<file path="config.mk">
export PLATFORM = sky130hd
export DESIGN_NAME = s38417_slot_bank_seq
export DESIGN_NICKNAME = d
export VERILOG_FILES = /design/src/rtl/s38417_pkg.sv /design/src/rtl/s38417_onehot_rot.sv /design/src/rtl/s38417_slot_bank_seq.sv
export SDC_FILE = /design/constraint.sdc
export NUM_CORES = 1
export LEC_CHECK = 0
export ABC_AREA = 0
export CAP_MARGIN = 25
export CORE_ASPECT_RATIO = 1.5
export CORE_MARGIN = 2
export CORE_UTILIZATION = 53
export CTS_CLUSTER_DIAMETER = 120
export DETAILED_ROUTE_END_ITERATION = 8
export PLACE_DENSITY = 0.84
export SLEW_MARGIN = 30
export SYNTH_ARGS = -nofsm -noshare
export SYNTH_HDL_FRONTEND = slang
export SYNTH_SLANG_ARGS = --single-unit
</file>
<file path="constraint.sdc">
create_clock -name clk -period 2.7 [get_ports clk]
set_input_delay 0.54 -clock clk [delete_from_list [all_inputs] [get_ports clk]]
set_output_delay 0.54 -clock clk [all_outputs]
set_load 0.01 [all_outputs]
</file>
<file path="src/rtl/s38417_pkg.sv">
// Shared types and constants for the s38417 slot-bank feeder.
// Slot index type, one-hot select encodings and the rotator state type.
package s38417_pkg;

    typedef logic [1:0] slot_t;

    localparam slot_t SLOT_BAD = 2'd3;

    localparam logic [2:0] SEL_S0 = 3'b001;
    localparam logic [2:0] SEL_S1 = 3'b010;
    localparam logic [2:0] SEL_S2 = 3'b100;

    // State encoding is the select itself, so sel_oh needs no decode.
    typedef enum logic [2:0] {
        S0 = SEL_S0,
        S1 = SEL_S1,
        S2 = SEL_S2
    } rot_state_t;

endpackage

</file>
<file path="src/rtl/s38417_onehot_rot.sv">
// Three-state one-hot select rotator: S0 -> S1 -> S2 -> S0, one step per advance.
// Exposes both the current select and the select that will be live after the next edge.
module s38417_onehot_rot
    import s38417_pkg::*;
(
    input  logic       clk,
    input  logic       rst_n,
    input  logic       advance,
    output logic [2:0] sel_oh,
    output logic [2:0] sel_oh_next
);

    rot_state_t state;
    rot_state_t state_nxt;

    always_ff @(posedge clk) begin
        if (!rst_n) begin
            state <= S0;
        end else begin
            state <= state_nxt;
        end
    end

    always_comb begin
        state_nxt = state;
        if (advance) begin
            unique case (state)
                S0:      state_nxt = S1;
                S1:      state_nxt = S2;
                S2:      state_nxt = S0;
                default: state_nxt = S0;
            endcase
        end
    end

    assign sel_oh      = state;
    assign sel_oh_next = state_nxt;

    a_sel_onehot: assert property (@(posedge clk) disable iff (!rst_n) $onehot(sel_oh));

endmodule

</file>
<file path="src/rtl/s38417_slot_bank_seq.sv">
// Slot-bank feeder for the s38417 compare cone: 3-slot register bank, rotating select,
// write-first registered word output, registered compare and saturating mismatch counter.
module s38417_slot_bank_seq
    import s38417_pkg::*;
#(
    parameter int WIDTH = 10,
    parameter int NSLOT = 3,
    parameter int CNT_W = 8
) (
    input  logic             clk,
    input  logic             rst_n,
    input  logic             wr_en,
    input  logic [1:0]       wr_slot,
    input  logic [WIDTH-1:0] wr_data,
    input  logic             advance,
    input  logic             exp_valid,
    input  logic [WIDTH-1:0] exp_vec,
    input  logic             cnt_clr,
    output logic [2:0]       sel_oh,
    output logic [WIDTH-1:0] sel_word,
    output logic             sel_valid,
    output logic             mismatch,
    output logic [CNT_W-1:0] mismatch_cnt,
    output logic             wr_err
);

    function automatic logic [CNT_W-1:0] sat_inc(input logic [CNT_W-1:0] v);
        return (&v) ? v : v + CNT_W'(1);
    endfunction

    logic [2:0]       sel_oh_next;
    logic [WIDTH-1:0] bank      [NSLOT];
    logic [WIDTH-1:0] bank_next [NSLOT];
    logic [WIDTH-1:0] word_mux;
    logic             wr_bad;

    s38417_onehot_rot u_rot (
        .clk         (clk),
        .rst_n       (rst_n),
        .advance     (advance),
        .sel_oh      (sel_oh),
        .sel_oh_next (sel_oh_next)
    );

    assign wr_bad = wr_en && (slot_t'(wr_slot) == SLOT_BAD);

    // Stage p0: post-write bank image and AND-OR select against the post-edge select
    always_comb begin
        word_mux = '0;
        for (int i = 0; i < NSLOT; i++) begin
            bank_next[i] = bank[i];
            if (wr_en && (wr_slot == slot_t'(i))) begin
                bank_next[i] = wr_data;
            end
            word_mux = word_mux | (bank_next[i] & {WIDTH{sel_oh_next[i]}});
        end
    end

    // Stage p1: bank, selected word and valid
    always_ff @(posedge clk) begin
        if (!rst_n) begin
            for (int i = 0; i < NSLOT; i++) begin
                bank[i] <= '0;
            end
            sel_word  <= '0;
            sel_valid <= 1'b0;
            wr_err    <= 1'b0;
        end else begin
            for (int i = 0; i < NSLOT; i++) begin
                bank[i] <= bank_next[i];
            end
            sel_word  <= word_mux;
            sel_valid <= 1'b1;
            if (wr_bad) begin
                wr_err <= 1'b1;
            end
        end
    end

    // Stage p2: compare of the registered word, then the counter one edge later
    always_ff @(posedge clk) begin
        if (!rst_n) begin
            mismatch     <= 1'b0;
            mismatch_cnt <= '0;
        end else begin
            mismatch <= exp_valid && sel_valid && (|(sel_word ^ exp_vec));
            if (cnt_clr) begin
                mismatch_cnt <= '0;
            end else if (mismatch) begin
                mismatch_cnt <= sat_inc(mismatch_cnt);
            end
        end
    end

endmodule

</file>
# Word level (Yosys, flattened, before mapping)
# Memory sizes are Yosys's and may differ from the RTL's.
# Cells that the tools add are included.
[totals] register_bits=24 latch_bits=0 ram_bits=30 mem_bits_ro=0 wordCells=45 mem_count=1
[classes] addsub=1 multipliers=0 div=0 n_lt_le_gt_ge=0 eq_ne=5 shift=0 mux=10 bitwise=11 reduce_logical=11
[memory_table] name="bank" words=3 word_bits=10 read_ports=3 rd_clocked_by_memory_dff=0 wr=3 line="s38417_slot_bank_seq.sv:32" source="logic [WIDTH-1:0] bank [NSLOT];"
[ops] operator="two-way mux 10 bit" count=6
[ops] operator="AND 10 bit" count=3
[ops] operator="bitwise OR 10 bit" count=2
[ops] operator="OR reduction 10 bit" count=1
[ops] operator="bitwise XOR 10 bit" count=1
[ops] operator="adder 8 x 1 -> 8 bit (second input constant)" count=1
[ops] operator="AND reduction 8 bit" count=1
[ops] operator="logical AND 1 bit" count=6
[ops] operator="case mux 3 bit (2 select lines)" count=1
[ops] operator="== test 2 bit (second input constant)" count=2
[ops] operator="== test 3 x 1 -> 1 bit (second input constant)" count=1
[ops] operator="== test 3 x 2 -> 1 bit (second input constant)" count=1
[ops] operator="two-way mux 3 bit" count=1
[ops] operator="bitwise OR 1 bit" count=3
[ops] operator="== test 2 x 1 -> 1 bit (second input constant)" count=1
[ops] operator="zero test 2 bit" count=1
[ops] operator="two-way mux 1 bit" count=2
[ops] operator="NOT 1 bit" count=2
[ops] operator="AND reduction 2 bit" count=1
[ops] operator="OR reduction 2 bit" count=1

# Depth between registers and ports, before layout
# Gate-level depths: netlist (run 1).
[logic_depth] word_depth=6 depth_mapped=5

# Modules after synthesis
# From an unflattened synthesis (run 1), not the netlist that was laid out.
[hier_totals] cells_unflattened=211 hier_area_um2=2257.2
[modules_own_cells] module="s38417_slot_bank_seq" instances=1 cells_each=196 area_per_inst_um2=2100.8 seq_area_each_um2=1021.0
[modules_own_cells] module="s38417_onehot_rot" instances=1 cells_each=15 area_per_inst_um2=156.4 seq_area_each_um2=60.1

# Least setup slack after synthesis (run 1)
# Ideal clock, no wire load.
[synth_timing] path_type="in2reg" start="in wr_slot[1]" end="reg sel_word[7]" setup_ns=0.114 arrival_time_ns=1.296 required_time_ns=2.586 slack_ns=1.290 stages=5 path_buffers=1 path_cell_list="nor3b_2 > buf_6 > mux2i_1 > nor2b_2 > a21o_1"
[synth_between] elab_chain_cells=6
[synth_rtl] element="start, declared" line="s38417_slot_bank_seq.sv:13" source="input logic [1:0] wr_slot,"
[synth_rtl] element="== test 2 x 1 -> 1 bit or zero test 2 bit (tied branches)" line="s38417_slot_bank_seq.sv:52" source="if (wr_en && (wr_slot == slot_t'(i))) begin"
[synth_rtl] element="logical AND 1 bit" line="s38417_slot_bank_seq.sv:52"
[synth_rtl] element="two-way mux 10 bit" line="s38417_slot_bank_seq.sv:52"
[synth_rtl] element="AND 10 bit" line="s38417_slot_bank_seq.sv:55" source="word_mux = word_mux | (bank_next[i] & {WIDTH{sel_oh_next[i]}});"
[synth_rtl] element="bitwise OR 10 bit" line="s38417_slot_bank_seq.sv:55"
[synth_rtl] element="bitwise OR 10 bit (*)" line="s38417_slot_bank_seq.sv:55"
[synth_rtl] element="end signal, assigned" line="s38417_slot_bank_seq.sv:72" source="sel_word <= word_mux;"
[synth_rtl] element="end, declared" line="s38417_slot_bank_seq.sv:20" source="output logic [WIDTH-1:0] sel_word,"
# Mark *: on every way between the ends. The rest lies on a longest branch, timed or not.
# A chain may end at the register's enable or synchronous reset.

# Worst setup path in the final report (run 1)
[layout_timing] start="reg mismatch_cnt[4]" end="out mismatch_cnt[4]"
[layout_lines] element="start, declared" line="s38417_slot_bank_seq.sv:23" source="output logic [CNT_W-1:0] mismatch_cnt,"
[layout_lines] element="start signal, assigned" line="s38417_slot_bank_seq.sv:90" source="mismatch_cnt <= sat_inc(mismatch_cnt);"
# No word-level cell between the ends.

==> results of run 1 <==
[power groups by stage]
| stage | registers (mW) | logic, mW | clock network [mW] |
|---|---|---|---|
| 3_3_place_gp | 0.857 | 0.195 | 0 |
| 5_1_grt | 0.843 | 0.214 | 0.554 |
| 6_report | 0.839 | 0.196 | 0.511 |
| 4_1_cts | 0.840 | 0.199 | 0.521 |
| 3_5_place_dp | 0.858 | 0.197 | 0 |
| 2_1_floorplan | 0.862 | 0.0963 | 0 |
[per-layer routing]
layer / global-route usage, % / part of all wire [%]
met4: 9.73 / 2.3
met2: 35.7 / 53
met5: 0 / 0
met1: 23.6 / 42
met3: 4.34 / 3.2
[kinds of logic (layout without fill, tap and decap cells)]
logic type,after synthesis,in the layout,synth area share (%)
and+or+nand+nor,80,80,20.2
adders and majority gates,1,1,0.554
muxes,32,32,14.2
xor gates and xnor gates,14,14,5.43
DFF,54,54,47.8
AOI/OAI and AO/OA,24,24,8.31
buffers and inverters,14,69,3.49
[flip-flops by register name, indices dropped and copies added, names as in the netlist]
register	count
bank	30
mismatch	1
mismatch_cnt	8
sel_valid	1
sel_word	10
u_rot.sel_oh	3
wr_err	1
[final timing paths]
path	startpoint	endpoint	cells past startpoint	slack (ns)
max	mismatch_cnt[4]	mismatch_cnt[4]	1	0.76
min	sel_valid	mismatch	2	0.46
max reg2reg	u_rot.sel_oh[1]	sel_word[7]	4	1.16
min reg2reg	sel_valid	mismatch	2	0.46
[cell usage after synthesis (2+ instances only)]
master / instances
sky130_fd_sc_hd__a21oi_1: 3
sky130_fd_sc_hd__nand2_1: 25
sky130_fd_sc_hd__nor2b_1: 23
sky130_fd_sc_hd__mux2i_1: 32
sky130_fd_sc_hd__nand3b_1: 2
sky130_fd_sc_hd__nor2_1: 8
sky130_fd_sc_hd__xor2_1: 8
sky130_fd_sc_hd__o221ai_1: 7
sky130_fd_sc_hd__nor2b_2: 3
sky130_fd_sc_hd__inv_1: 3
sky130_fd_sc_hd__a21o_1: 3
sky130_fd_sc_hd__and4bb_2: 2
sky130_fd_sc_hd__nand3_1: 3
sky130_fd_sc_hd__dfxtp_1: 54
sky130_fd_sc_hd__nand2b_1: 2
sky130_fd_sc_hd__o22ai_1: 3
sky130_fd_sc_hd__xnor2_1: 6
sky130_fd_sc_hd__buf_4: 4
sky130_fd_sc_hd__nor3_1: 4
sky130_fd_sc_hd__and4_1: 2
sky130_fd_sc_hd__buf_2: 3
sky130_fd_sc_hd__clkbuf_1: 2
[tightest hold or removal path, delay by kind of cell (launching register included)]
kind               cells  cell delay (ns)
and+or+nand+nor        1             0.06
DFF                    1             0.32
AOI/OAI and AO/OA      1             0.04
[metrics by stage]
stage,instances,area (um2),hold WS [ns]
global placement,312,2810,0.432
finish,320,2920,0.458
global route,320,2920,0.481
CTS,320,2920,0.461
floorplan,219,2260,0.441
detailed placement,312,2810,0.448
[final cells by class]
type	count	area [um2]
fill	327	1250
multi-input combinational	151	1100
sequential	54	1080
timing repair buffer	58	563
clock buffer	8	110
tap	46	57.6
inverter	3	11.3
==> flow_summary_export.csv, run 1 <==
group,metric,value,unit
setup_path,worst_path_largest_cell_delay,0.59,ns
grt,antenna_found_initial,0,
grt,maximum_number_of_pins_on_one_net_before_global_route_repair,31,
grt,grt_first_pass_wirelength,7.78,mm
route,viasPerCell,5.27,
pwr,clockPowerShare,33.0,%
timing,achievable-frequency,517,MHz
route,routed-via-count,1685,
timing,final.setup.tns,0,ns
placed_design,place_hpwl,3.38,mm
logic_synthesis,synth.top_cells.by_area,"sky130_fd_sc_hd__dfxtp_1 48%, sky130_fd_sc_hd__mux2i_1 14%, sky130_fd_sc_hd__nor2b_1 6.4%",
clock_network,cts_root_buf,"sky130_fd_sc_hd__clkbuf_8",
logic_synthesis,mappedNetlistNets,248,
clock_network,clk_path_buf_depth,2,
timing,finalClockSkew,0.00600,ns
setup_path,slowest_stage,"sky130_fd_sc_hd__clkdlybuf4s50_1",
pwr,p_leak,1.19,nW
finish,most-common-layout-cells,"54 x sky130_fd_sc_hd__dfxtp_1, 51 x sky130_fd_sc_hd__clkdlybuf4s50_1, 32 x sky130_fd_sc_hd__mux2i_1, 25 x sky130_fd_sc_hd__nand2_1, 23 x sky130_fd_sc_hd__nor2b_1",
logic_synthesis,post-synth-top-area-cell,"sky130_fd_sc_hd__dfxtp_1",
route,drt_first_iter_violations,47,
floorplan,die_area,4810,um2
clock_network,worst_skew_pair.late_latency,0.31,ns
logic_synthesis,post_synth_instance_area,2260,um2
worst_hold_path,min-delay-path-class,"flop to flop",
logic_synthesis,synth-edff-count,0,
logic_synthesis,ys_warn_count,0,
setup_path,worstPathArrival,1.40,ns
setup_path,critical_path.endpoint_type,"output port",
logic_synthesis,ys_async_sr_fraction,0,%
timing,worst_slew_pin_slew,0.516,ns
setup_path,criticalPathCategory,"flop to output port",
grt,grt-ovfl-total,0,
pwr,switching_share_of_power,22.9,%
timing,finalWorstSetupSlack,0.765,ns
clock_network,cts.clk_slew.worst_paths,0.09,ns
pwr,internal-power,1.19,mW
route,route.final.wire_length,4.53,mm
grt,grt_use_total,20.7,%
placed_design,pre_cts_ws,0.519,ns
setup_path,critical_path.n_buffers_inverters,1,
clock_network,tritoncts_num_sinks,54,
floorplan,floorplan.core_area,4170,um2
logic_synthesis,ys_seq_area_share,47.8,%
floorplan,initial_core_utilization,54.2,%
floorplan,fp.dieW,57.3,um
setup_path,crit_path_cell_trace,"clkdlybuf4s50_1",
finish,syn_to_final_growth,29.3,%
placed_design,finalWeightedCongestion,0.883,
finish,post-route-util,70.0,%
clock_network,tritoncts.num_buffers,5,
pwr,power_per_cell_area,529,nW/um2
finish,layout_commonest_cell,"sky130_fd_sc_hd__dfxtp_1",
setup_path,cp_max_fo,7,
pwr,vdd_drop_max,0.617,mV
finish,antenna_cells_inserted,0,
finish,finish.net_count,302,
logic_synthesis,synthFlopType,"sky130_fd_sc_hd__dfxtp_1",
pwr,p_comb_share,12.7,%
logic_synthesis,netlist.area_leader.share,47.8,%
pwr,total_power,1.55,mW
logic_synthesis,netlist_instances,219,
timing,worst_slew_margin_relative_to_its_limit,65.6,%
floorplan,floorplan.rows,29,
setup_path,cp-start-kind,"flop",
clock_network,htree_num_levels,2,
clock_network,ctsHoldBuffers,0,
route,antenna_left,0,
flow_run,drv_cap,0,
timing,timing_hold_violations_final,0,
logic_synthesis,ys_ff_latch,54,
timing,fin_crit,1.94,ns
placed_design,port-buffer-count,51,
setup_path,timing.critical_path.max_delay_family,"buffers and inverters",
clock_network,post_cts.repair.setup_buffers,0,
timing,rsz0062_at_grt,"no",
pwr,seq_power_share,54.3,%
logic_synthesis,synth_cell_types,39,
floorplan,num_io_pins,52,
status,outcome,"finished, final reports clean",
finish,post_route_cells_drive_above_1_share,9.12,%
route,route.detailed.drc,0,
route,detail_route.wl_per_cell,14.2,um
floorplan,dieHeight,84.0,um
timing,finalSetupViolCount,0,
timing,maxSlewViolCount,0,
logic_synthesis,syn_area_per_cell,10.3,um2
timing,final_min_period_over_clock_period,71.7,%
clock_network,cts_resized,0,
grt,via_count_of_the_first_global_routing_pass,1757,
pwr,p_switching,353,uW
clock_network,tritoncts,"done",
route,firstDrtPassIters,4,
setup_path,timing.critical_path.required,2.16,ns
No activity file was read; power rests on OpenSTA's default activity.
==> run 2: changes to the inputs <==
- CORE_UTILIZATION: 53 -> 49
- PLACE_DENSITY: 0.84 -> 0.78
- clock period: 2.7 -> 1.9 ns (I/O delays scaled with it)
==> flow_summary_export.csv, run 2 (synthesis gave the netlist of run 1 again) <==
group,metric,value,unit
setup_path,worstPathArrival,1.36,ns
grt,antenna_found_initial,0,
grt,via_count_of_the_first_global_routing_pass,1721,
pwr,p_switching,506,uW
route,drt_first_iter_violations,43,
floorplan,die_area,5180,um2
status,outcome,"finished, final reports clean",
floorplan,num_io_pins,52,
setup_path,reg2reg_launch_point,"mismatch_cnt[0]",
clock_network,ctsHoldBuffers,0,
finish,finish.cell_count_without_fillers,328,
clock_network,cts_resized,0,
flow_run,drv_cap,0,
setup_path,timing.critical_path.max_delay_family,"buffers and inverters",
finish,regMostFlops,"bank",
finish,reg_top3,"bank: 30 flops, sel_word: 10 flops, mismatch_cnt: 8 flops",
placed_design,finalWeightedCongestion,0.738,
setup_path,critical_path.endpoint_type,"output port",
clock_network,worst_skew_pair.late_latency,0.31,ns
clock_network,tritoncts.num_buffers,5,
timing,achievable-frequency,574,MHz
setup_path,timing.critical_path.required,1.52,ns
pwr,seq_power_share,49.4,%
floorplan,floorplan.rows,30,
timing,worst_slew_margin_relative_to_its_limit,78.4,%
finish,layout_commonest_cell,"sky130_fd_sc_hd__dfxtp_1",
timing,rsz0062_at_grt,"no",
pwr,switching_share_of_power,20.9,%
grt,maximum_number_of_pins_on_one_net_before_global_route_repair,32,
floorplan,dieHeight,87.2,um
pwr,power_per_cell_area,791,nW/um2
route,antenna_left,0,
setup_path,slowest_stage,"sky130_fd_sc_hd__clkdlybuf4s50_1",
clock_network,clk_path_buf_depth,2,
grt,grt_use_total,20.0,%
floorplan,fp.dieW,59.4,um
finish,most-common-layout-cells,"54 x sky130_fd_sc_hd__dfxtp_1, 51 x sky130_fd_sc_hd__clkdlybuf4s50_1, 32 x sky130_fd_sc_hd__mux2i_1, 25 x sky130_fd_sc_hd__nand2_1, 23 x sky130_fd_sc_hd__nor2b_1",
finish,largest_register_ff_count,30,
placed_design,port-buffer-count,51,
placed_design,place_hpwl,3.47,mm
setup_path,cp-start-kind,"flop",
finish,post_route_cells_drive_above_1_share,11.1,%
clock_network,cts.clk_slew.worst_paths,0.09,ns
setup_path,cp_max_fo,6,
clock_network,cts_root_buf,"sky130_fd_sc_hd__clkbuf_8",
floorplan,floorplan.core_area,4470,um2
setup_path,worst_path_largest_cell_delay,0.59,ns
route,route.detailed.drc,0,
pwr,internal-power,1.91,mW
floorplan,initial_core_utilization,50.6,%
finish,fillers,355,
pwr,vdd_drop_max,0.528,mV
clock_network,tritoncts_num_sinks,54,
timing,fin_crit,1.74,ns
clock_network,post_cts.repair.setup_buffers,0,
setup_path,criticalPathCategory,"flop to output port",
clock_network,tritoncts,"done",
worst_hold_path,worst_hold_launch,"sel_valid",
pwr,p_comb_share,12.7,%
finish,antenna_cells_inserted,0,
timing,worst_slew_pin_slew,0.324,ns
placed_design,numPlacedInstances,320,
timing,maxSlewViolCount,0,
finish,syn_to_final_growth,35.1,%
pwr,total_power,2.42,mW
grt,grt-ovfl-total,0,
route,routed-via-count,1734,
timing,final.setup.tns,0,ns
setup_path,crit_path_cell_trace,"clkdlybuf4s50_1",
timing,finalSetupViolCount,0,
route,firstDrtPassIters,4,
worst_hold_path,min-delay-path-class,"flop to flop",
route,viasPerCell,5.29,
clock_network,htree_num_levels,2,
timing,timing_hold_violations_final,0,
pwr,clockPowerShare,37.9,%
setup_path,setup.worst_path.start,"mismatch",
finish,finish.net_count,308,
setup_path,critical_path.n_buffers_inverters,1,
grt,grt_first_pass_wirelength,7.76,mm
timing,finalClockSkew,0.00778,ns
timing,final_min_period_over_clock_period,91.7,%
route,detail_route.wl_per_cell,14.2,um
route,route.final.wire_length,4.66,mm
pwr,p_leak,1.25,nW
run 2: final timing paths:
kind	end	depth (start not counted)	slack (ns)
worst max-delay path	mismatch	1	0.16
worst min-delay path	mismatch	2	0.47
worst max register to register	mismatch_cnt[1]	5	0.48
worst min register to register	mismatch	2	0.47
run 2: final cells by class:
class,count,area [um2],area share [%]
Inverter,3,11.3,0.369
Multi-Input combinational cell,151,1100,36.0
Timing Repair Buffer,64,658,21.6
Tap cell,48,60.1,1.97
Sequential cell,54,1080,35.4
Clock buffer,6,82.6,2.70
Clock inverter,2,60.1,1.97
run 2: through the flow:
| stage | setup WS [ns] | util [%] | hold WS, ns | area [um2] |
|---|---|---|---|---|
| 5_1_grt | 0.0955 | 68.3 | 0.498 | 3050 |
| 3_5_place_dp | 0.00867 | 65.2 | 0.458 | 2910 |
| 6_report | 0.157 | 68.3 | 0.470 | 3050 |
| 4_1_cts | 0.144 | 68.3 | 0.474 | 3050 |
| 2_1_floorplan | 0.545 | - | 0.408 | 2260 |
| 3_3_place_gp | 0.0329 | 65.2 | 0.451 | 2910 |
run 2: power groups by stage:
stage	logic [mW]	registers (mW)	clock network, mW
after floorplan	0.137	1.22	0
after global placement	0.305	1.22	0
after detailed placement	0.308	1.22	0
after CTS	0.311	1.19	0.936
after global routing	0.331	1.20	0.991
final	0.307	1.19	0.916
run 2: routing by layer:
| metal | track usage, % | wire, um | vias to the layer above |
|---|---|---|---|
| met5 | 0 | 0 | - |
| li1 | - | - | 878 |
| met4 | 9.50 | 146 | 0 |
| met1 | 22.0 | 1890 | 810 |
| met2 | 35.3 | 2470 | 37 |
| met3 | 4.46 | 149 | 9 |
